File: src/rtl/instr_fetch_unit_if.sv
// Purpose: fetch-stage bundle (decode-side control, imem req/ack bus, decode-facing instruction head).
// Latency: none; wires only.
// Backpressure: n/a; the stall and imem_ack fields carry flow control between the parties.
//
// Ports (by modport):
//   master (fetch unit) : in  stall, flush, redirect_pc, imem_ack, imem_rdata
//                         out imem_req, imem_addr, instr_valid, instr, instr_pc, fetch_cnt
//   slave  (environment): the mirror image of master
interface instr_fetch_unit_if;
   // decode / branch-resolution control
   logic        stall;
   logic        flush;
   logic [15:0] redirect_pc;
   // instruction memory read bus
   logic        imem_req;
   logic [15:0] imem_addr;
   logic        imem_ack;
   logic [15:0] imem_rdata;
   // FIFO head presented to decode
   logic        instr_valid;
   logic [15:0] instr;
   logic [15:0] instr_pc;
   logic [15:0] fetch_cnt;

   modport master (
      input  stall, flush, redirect_pc, imem_ack, imem_rdata,
      output imem_req, imem_addr, instr_valid, instr, instr_pc, fetch_cnt
   );

   modport slave (
      output stall, flush, redirect_pc, imem_ack, imem_rdata,
      input  imem_req, imem_addr, instr_valid, instr, instr_pc, fetch_cnt
   );
endinterface

File: src/rtl/instr_fetch_unit.sv
// Purpose: IITB RISC fetch stage; holds the PC, issues single-outstanding imem reads, buffers words for decode.
// Latency: 1 instr/cycle with single-cycle ack; flush to first instr_valid is 3 cycles (flush, req, ack).
// Backpressure: stall holds the FIFO head; no new read is issued unless its word is guaranteed a FIFO slot.
//
// Ports:
//   clk     - clock, all state on posedge
//   resetn  - synchronous active-low reset
//   bus     - instr_fetch_unit_if.master: stall/flush/redirect_pc from the pipeline,
//             imem_req/imem_addr/imem_ack/imem_rdata to instruction memory,
//             instr_valid/instr/instr_pc/fetch_cnt towards decode
// Parameters: DEPTH (prefetch entries, power of 2, >= 2), RESET_PC (PC after reset).
// Optional feature: define IF_FETCH_CNT_EN to build the delivered-instruction counter on fetch_cnt;
// otherwise fetch_cnt is tied to zero.
module instr_fetch_unit #(
   parameter int          DEPTH    = 2,
   parameter logic [15:0] RESET_PC = 16'h0000
) (
   input  logic               clk,
   input  logic               resetn,
   instr_fetch_unit_if.master bus
);

   localparam int AW = (DEPTH > 1) ? $clog2(DEPTH) : 1;
   localparam int CW = AW + 1;

   localparam logic [CW-1:0] DEPTH_C = CW'(DEPTH);
   localparam logic [CW-1:0] CNT_ONE = CW'(1);
   localparam logic [AW-1:0] PTR_ONE = AW'(1);

   // Request engine states
   localparam logic [1:0] ST_IDLE = 2'd0;   // no request outstanding
   localparam logic [1:0] ST_WAIT = 2'd1;   // live request outstanding, its data will be kept
   localparam logic [1:0] ST_DROP = 2'd2;   // request outstanding but flushed, its data will be discarded

   typedef struct packed {
      logic [15:0] instr;
      logic [15:0] pc;
   } entry_t;

   // ------------------------------------------------------------------
   // State
   // ------------------------------------------------------------------
   logic [1:0]    state_q, state_d;
   logic [15:0]   pc_q, pc_d;
   logic          req_q, req_d;
   logic [15:0]   addr_q, addr_d;
   logic [AW-1:0] rd_ptr_q, rd_ptr_d;
   logic [AW-1:0] wr_ptr_q, wr_ptr_d;
   logic [CW-1:0] count_q, count_d;
   entry_t        fifo_q [DEPTH];

   // ------------------------------------------------------------------
   // FIFO events
   // ------------------------------------------------------------------
   logic          head_vld;
   logic          pop;
   logic          push;
   logic [CW:0]   occ_after;
   logic          reissue_ok;
   entry_t        head;

   assign head_vld = (count_q != '0);

   // Flush outranks both ends of the FIFO: a flushed cycle neither consumes
   // the head nor keeps the returning word.
   assign pop  = head_vld && !bus.stall && !bus.flush;
   assign push = (state_q == ST_WAIT) && bus.imem_ack && !bus.flush;

   // Occupancy once this cycle's push and pop land. A back-to-back request is
   // only issued if its word will certainly have a slot, so a push can never
   // hit a full FIFO.
   assign occ_after  = {1'b0, count_q} + {{CW{1'b0}}, 1'b1} - {{CW{1'b0}}, pop};
   assign reissue_ok = (occ_after < {1'b0, DEPTH_C});

   // ------------------------------------------------------------------
   // Request engine
   // ------------------------------------------------------------------
   always_comb begin
      state_d = state_q;
      pc_d    = pc_q;
      req_d   = req_q;
      addr_d  = addr_q;

      case (state_q)
         ST_IDLE: begin
            if (bus.flush) begin
               pc_d = bus.redirect_pc;
            end else if (count_q < DEPTH_C) begin
               req_d   = 1'b1;
               addr_d  = pc_q;
               pc_d    = pc_q + 16'd1;
               state_d = ST_WAIT;
            end
         end

         ST_WAIT: begin
            if (bus.imem_ack) begin
               if (bus.flush) begin
                  req_d   = 1'b0;
                  pc_d    = bus.redirect_pc;
                  state_d = ST_IDLE;
               end else if (reissue_ok) begin
                  // keep req high and move straight on to the next word
                  addr_d = pc_q;
                  pc_d   = pc_q + 16'd1;
               end else begin
                  req_d   = 1'b0;
                  state_d = ST_IDLE;
               end
            end else if (bus.flush) begin
               // The memory still owes us a response: leave req/addr untouched
               // and swallow the data when it arrives.
               pc_d    = bus.redirect_pc;
               state_d = ST_DROP;
            end
         end

         ST_DROP: begin
            if (bus.flush) begin
               pc_d = bus.redirect_pc;
            end
            if (bus.imem_ack) begin
               req_d   = 1'b0;
               state_d = ST_IDLE;
            end
         end

         default: begin
            req_d   = 1'b0;
            state_d = ST_IDLE;
         end
      endcase
   end

   // ------------------------------------------------------------------
   // FIFO pointers and occupancy
   // ------------------------------------------------------------------
   always_comb begin
      rd_ptr_d = rd_ptr_q;
      wr_ptr_d = wr_ptr_q;
      count_d  = count_q;

      if (bus.flush) begin
         rd_ptr_d = '0;
         wr_ptr_d = '0;
         count_d  = '0;
      end else begin
         if (push) begin
            wr_ptr_d = wr_ptr_q + PTR_ONE;
         end
         if (pop) begin
            rd_ptr_d = rd_ptr_q + PTR_ONE;
         end
         case ({push, pop})
            2'b10:   count_d = count_q + CNT_ONE;
            2'b01:   count_d = count_q - CNT_ONE;
            default: count_d = count_q;
         endcase
      end
   end

   always_ff @(posedge clk) begin
      if (!resetn) begin
         state_q  <= ST_IDLE;
         pc_q     <= RESET_PC;
         req_q    <= 1'b0;
         addr_q   <= 16'h0000;
         rd_ptr_q <= '0;
         wr_ptr_q <= '0;
         count_q  <= '0;
      end else begin
         state_q  <= state_d;
         pc_q     <= pc_d;
         req_q    <= req_d;
         addr_q   <= addr_d;
         rd_ptr_q <= rd_ptr_d;
         wr_ptr_q <= wr_ptr_d;
         count_q  <= count_d;
      end
   end

   // Storage needs no reset: an entry is only visible once count covers it.
   always_ff @(posedge clk) begin
      if (resetn && push) begin
         fifo_q[wr_ptr_q] <= '{instr: bus.imem_rdata, pc: addr_q};
      end
   end

   // ------------------------------------------------------------------
   // Outputs: all taken from registers, never from imem_rdata
   // ------------------------------------------------------------------
   assign head = fifo_q[rd_ptr_q];

   assign bus.imem_req    = req_q;
   assign bus.imem_addr   = addr_q;
   assign bus.instr_valid = head_vld;
   assign bus.instr       = head_vld ? head.instr : 16'h0000;
   assign bus.instr_pc    = head_vld ? head.pc    : 16'h0000;

`ifdef IF_FETCH_CNT_EN
   // Counts instructions handed to decode; survives flush, cleared only by reset.
   logic [15:0] fcnt_q, fcnt_d;

   always_comb begin
      fcnt_d = fcnt_q;
      if (pop) begin
         fcnt_d = fcnt_q + 16'd1;
      end
   end

   always_ff @(posedge clk) begin
      if (!resetn) begin
         fcnt_q <= 16'h0000;
      end else begin
         fcnt_q <= fcnt_d;
      end
   end

   assign bus.fetch_cnt = fcnt_q;
`else
   assign bus.fetch_cnt = 16'h0000;
`endif

endmodule

File: src/flat_wrapper.sv
// flat-port wrapper written by rule: the top's interface ports become plain ports
module instr_fetch_unit_flat 
#(
   parameter int          DEPTH    = 2,
   parameter logic [15:0] RESET_PC = 16'h0000
)
  (clk, resetn, bus_stall, bus_flush, bus_redirect_pc, bus_imem_ack, bus_imem_rdata, bus_imem_req, bus_imem_addr, bus_instr_valid, bus_instr, bus_instr_pc, bus_fetch_cnt);
  instr_fetch_unit_if bus_i ();
  input  logic clk;
  input  logic resetn;
  input wire logic [$bits(bus_i.stall)-1:0] bus_stall;
  input wire logic [$bits(bus_i.flush)-1:0] bus_flush;
  input wire logic [$bits(bus_i.redirect_pc)-1:0] bus_redirect_pc;
  input wire logic [$bits(bus_i.imem_ack)-1:0] bus_imem_ack;
  input wire logic [$bits(bus_i.imem_rdata)-1:0] bus_imem_rdata;
  output wire logic [$bits(bus_i.imem_req)-1:0] bus_imem_req;
  output wire logic [$bits(bus_i.imem_addr)-1:0] bus_imem_addr;
  output wire logic [$bits(bus_i.instr_valid)-1:0] bus_instr_valid;
  output wire logic [$bits(bus_i.instr)-1:0] bus_instr;
  output wire logic [$bits(bus_i.instr_pc)-1:0] bus_instr_pc;
  output wire logic [$bits(bus_i.fetch_cnt)-1:0] bus_fetch_cnt;
  assign bus_i.stall = bus_stall;
  assign bus_i.flush = bus_flush;
  assign bus_i.redirect_pc = bus_redirect_pc;
  assign bus_i.imem_ack = bus_imem_ack;
  assign bus_i.imem_rdata = bus_imem_rdata;
  assign bus_imem_req = bus_i.imem_req;
  assign bus_imem_addr = bus_i.imem_addr;
  assign bus_instr_valid = bus_i.instr_valid;
  assign bus_instr = bus_i.instr;
  assign bus_instr_pc = bus_i.instr_pc;
  assign bus_fetch_cnt = bus_i.fetch_cnt;
  instr_fetch_unit #(.DEPTH(DEPTH), .RESET_PC(RESET_PC)) u_core (.clk(clk), .resetn(resetn), .bus(bus_i));
endmodule
File: config.mk
export PLATFORM = sky130hd
export DESIGN_NAME = instr_fetch_unit_flat
export DESIGN_NICKNAME = d
export VERILOG_FILES = /design/src/rtl/instr_fetch_unit_if.sv /design/src/rtl/instr_fetch_unit.sv /design/src/flat_wrapper.sv
export SDC_FILE = /design/constraint.sdc
export NUM_CORES = 1
export LEC_CHECK = 0
export ABC_AREA = 1
export BUFFER_PORTS_ARGS = -buffer_cell sky130_fd_sc_hd__buf_2
export CAP_MARGIN = 0
export CORE_MARGIN = 4
export CORE_UTILIZATION = 31
export DETAILED_ROUTE_END_ITERATION = 10
export GPL_TIMING_DRIVEN = 0
export PLACE_DENSITY = 0.51
export SYNTH_ARGS = -nofsm -noshare
export SYNTH_HDL_FRONTEND = slang
export SYNTH_SLANG_ARGS = --single-unit
File: constraint.sdc
create_clock -name clk -period 7.58 [get_ports clk]
set_input_delay 0.758 -clock clk [delete_from_list [all_inputs] [get_ports clk]]
set_output_delay 0.758 -clock clk [all_outputs]
set_load 0.005 [all_outputs]
==> flow_summary_export.csv <==
group,metric,value,unit
drt,vias_per_cell,4.65,
run,drv_cap,0,
clock_tree,clkTransAtPathRegs,0.07,ns
min_path,hold_class,"reg2reg",
logic_synthesis,netlist_instances,555,
sta,maxSlewViolCount,0,
power_and_ir_drop,ir_worst_vdd,126,µV
floorplanning,initial_core_util,31.9,%
sta,finalHoldViolCount,0,
power_and_ir_drop,p_sw_share,34.9,%
logic_synthesis,ys.warnings.count,0,
layout,finalInstanceArea,5960,µm²
sta,setup_violations,0,
global_routing,grt_pass1_vias,4042,
clock_tree,root_buffer,"clkbuf_16",
global_routing,gr-total-overflow,0,
sta,worst_slew_pin_slew,0.550,ns
power_and_ir_drop,combPwrFrac,28.1,%
global_routing,grt_max_degree,28,
sta,hold-worst-slack,0.449,ns
layout,drive_above_1_share,22.0,%
drt,drtIter0Drc,262,
placed_design,dpl_cell_area,5680,µm²
status,status,"finished, final reports clean",
drt,vias,4122,
drt,drc_errors,0,
logic_synthesis,ys_types,31,
floorplanning,die_w,133,µm
worst_setup_path,reg2regPathDepth,9,
placed_design,place_ws,4.96,ns
sta,fin_ws,5.00,ns
placed_design,dpl.hpwl,9700,µm
layout,syn_to_final_growth,22.7,%
clock_tree,cts-buffers-inserted,9,
clock_tree,clk-insertion-delay-late,0.35,ns
worst_setup_path,worstPathMaxFanout,10,
layout,layout.nets,714,
global_routing,grt_pass1_wl,21300,µm
floorplanning,fp-row-count,45,
sta,fin_crit_sh,34.0,%
clock_tree,cts_sinks,104,
logic_synthesis,avgSynthCellArea,8.76,µm²
power_and_ir_drop,p_leak,2.44,nW
power_and_ir_drop,total_power,1.65,mW
drt,wire_per_inst,15.0,µm
min_path,whs_path_depth,2,
placed_design,gp_congestion,0.891,
logic_synthesis,syn_area,4860,µm²
clock_tree,postCtsSetupRepairBufs,0,
power_and_ir_drop,p_per_area,278,nW/µm²
clock_tree,htree_levels,3,
sta,fin_tns_setup,0,ns
worst_setup_path,start_kind,"flop",
clock_tree,post_cts_resized,0,
placed_design,port_buffers,86,
sta,clock.fmax,388,MHz
power_and_ir_drop,p_clk_share,26.8,%
sta,fin_crit,2.58,ns
logic_synthesis,ys_ff_latch,104,
sta,slew_headroom,63.3,%
floorplanning,dieArea,17700,µm²
sta,rsz0062_at_grt,"false",
drt,first_pass_iters,5,
floorplanning,chipHeight,133,µm
worst_setup_path,worstPathArrival,1.82,ns
global_routing,track_usage,15.0,%
global_routing,antenna_found_initial,0,
floorplanning,core-area,15300,µm²
power_and_ir_drop,internal_power,1.08,mW
worst_setup_path,end_kind,"output port",
worst_setup_path,critPathRequiredTime,6.82,ns
drt,finalWirelength,13300,µm
worst_setup_path,crit_type,"reg2out",
power_and_ir_drop,seqPwrFrac,45.1,%
drt,ant_nets,0,
sta,fin_skew,0.00410,ns
logic_synthesis,ys_seq_area_share,56.0,%
power_and_ir_drop,switching_power,0.578,mW
clock_tree,clk_path_buf_depth,2,
clock_tree,cts_tree,"yes",
layout,diodes,0,
floorplanning,io_pins,103,
clock_tree,hold_buffers,0,
[power groups by stage]
stage / sequential [mW] / combinational (mW) / clock (mW)
after CTS: 0.745 / 0.465 / 0.461
after global routing: 0.757 / 0.527 / 0.483
after floorplan: 0.733 / 0.324 / 0
final: 0.746 / 0.465 / 0.444
after global placement: 0.755 / 0.454 / 0
after detailed placement: 0.758 / 0.463 / 0
[synthesized netlist by cell type]
library cell | number | area share [%]
nand2_1 | 141 | 11
a21oi_1 | 77 | 7.9
edfxtp_1 | 64 | 40
dfxtp_1 | 40 | 16
nor2_1 | 39 | 3.0
o21ai_0 | 37 | 3.8
nand3_1 | 35 | 3.6
inv_1 | 29 | 2.2
buf_4 | 18 | 2.8
clkbuf_1 | 13 | 1.0
nor3_1 | 7 | 0.72
or2_2 | 7 | 0.90
ha_1 | 6 | 1.5
nand4_1 | 6 | 0.77
buf_2 | 5 | 0.51
a31oi_1 | 4 | 0.51
buf_1 | 3 | 0.23
inv_2 | 3 | 0.23
nand3b_1 | 3 | 0.46
nor2_2 | 3 | 0.39
buf_6 | 2 | 0.46
nand2_2 | 2 | 0.26
nand2_4 | 2 | 0.46
o21bai_1 | 2 | 0.31
and2_1 | 1 | 0.13
and3_1 | 1 | 0.13
clkinv_1 | 1 | 0.077
conb_1 | 1 | 0.077
nor2_4 | 1 | 0.23
o211ai_1 | 1 | 0.15
o31ai_1 | 1 | 0.15
[path summary, 6_finish.rpt]
| path | startpoint | end | slack (ns) |
|---|---|---|---|
| worst max-delay path | flop | bus_instr_pc[14] | 5.00 |
| worst max register to register | u_core.state_q[1] | u_core.fifo_q[0][5] | 5.52 |
| worst min register to register | u_core.bus.imem_req | u_core.bus.imem_req | 0.45 |
| worst min-delay path | u_core.bus.imem_req | u_core.bus.imem_req | 0.45 |
[worst max-delay path, stage by stage, from the launching register on]
cell      delay [ns]
dfxtp_1         0.30
clkbuf_1        0.17
inv_1           0.16
clkbuf_1        0.43
nand2_1         0.10
a21oi_1         0.17
buf_2           0.14
[kinds of logic after synthesis]
logic type / after synthesis / share of synthesized area [%]
AND/OR/NAND/NOR: 248 / 22.0
AO/OA/AOI/OAI: 122 / 12.9
flip-flops: 104 / 56.0
buffers and inverters: 74 / 7.54
adder cells (fa/ha/maj): 6 / 1.54
other: 1 / 0.0771
[layer usage]
layer  track usage, %  routed length (µm)  share of wire [%]  vias to the layer above
met5                0                   0                  0                        -
met4             3.66                 176                1.3                        0
met3             3.55                 819                6.1                       14
met2             24.5                6180                 46                      137
met1             20.3                6170                 46                     1888
li1                 -                   -                  -                     2083
[area by class of cell]
| cell class | instances | area, µm² |
|---|---|---|
| Fill cell | 1562 | 9300 |
| Tap cell | 211 | 264 |
| Clock buffer | 12 | 246 |
| Buffer | 41 | 243 |
| Inverter | 33 | 124 |
| Multi-Input combinational cell | 392 | 1840 |
| Clock inverter | 4 | 35.0 |
| Sequential cell | 104 | 2720 |
| Timing Repair Buffer | 90 | 488 |
[flip-flops by register name, indices dropped and copies added, names as in the netlist, named ones only]
name / count
u_core.rd_ptr_q: 1
u_core.pc_q: 16
u_core.fifo_q: 64
u_core.bus.imem_req: 1
u_core.count_q: 2
u_core.bus.imem_addr: 16
u_core.wr_ptr_q: 1
u_core.state_q: 2
[cells in the final DEF, fill, tap and decap left out, types with 2 or more instances in the layout]
cell         n
conb_1      16
dfxtp_1     40
nand3_1     35
inv_2        3
edfxtp_1    64
inv_1       29
o21bai_1     2
buf_4       18
nor2_2       3
nand2_1    141
inv_6        2
a21oi_1     77
clkbuf_16    9
buf_6        4
o21ai_0     37
ha_1         6
nor2_1      38
nor3_1       6
buf_2       91
buf_1        3
nand2_2      2
or2_2        7
nand2_4      2
a31oi_1      4
nor2_4       2
nand4_1      6
nand3b_1     3
clkbuf_1    15
[through the flow]
step | util (%) | cells
finish | 39.1 | 887
global route | 39.1 | 887
CTS | 39.1 | 887
detailed placement | 37.2 | 871
global placement | 36.8 | 867
floorplan | - | 570
(Power assumes the default switching activity.)
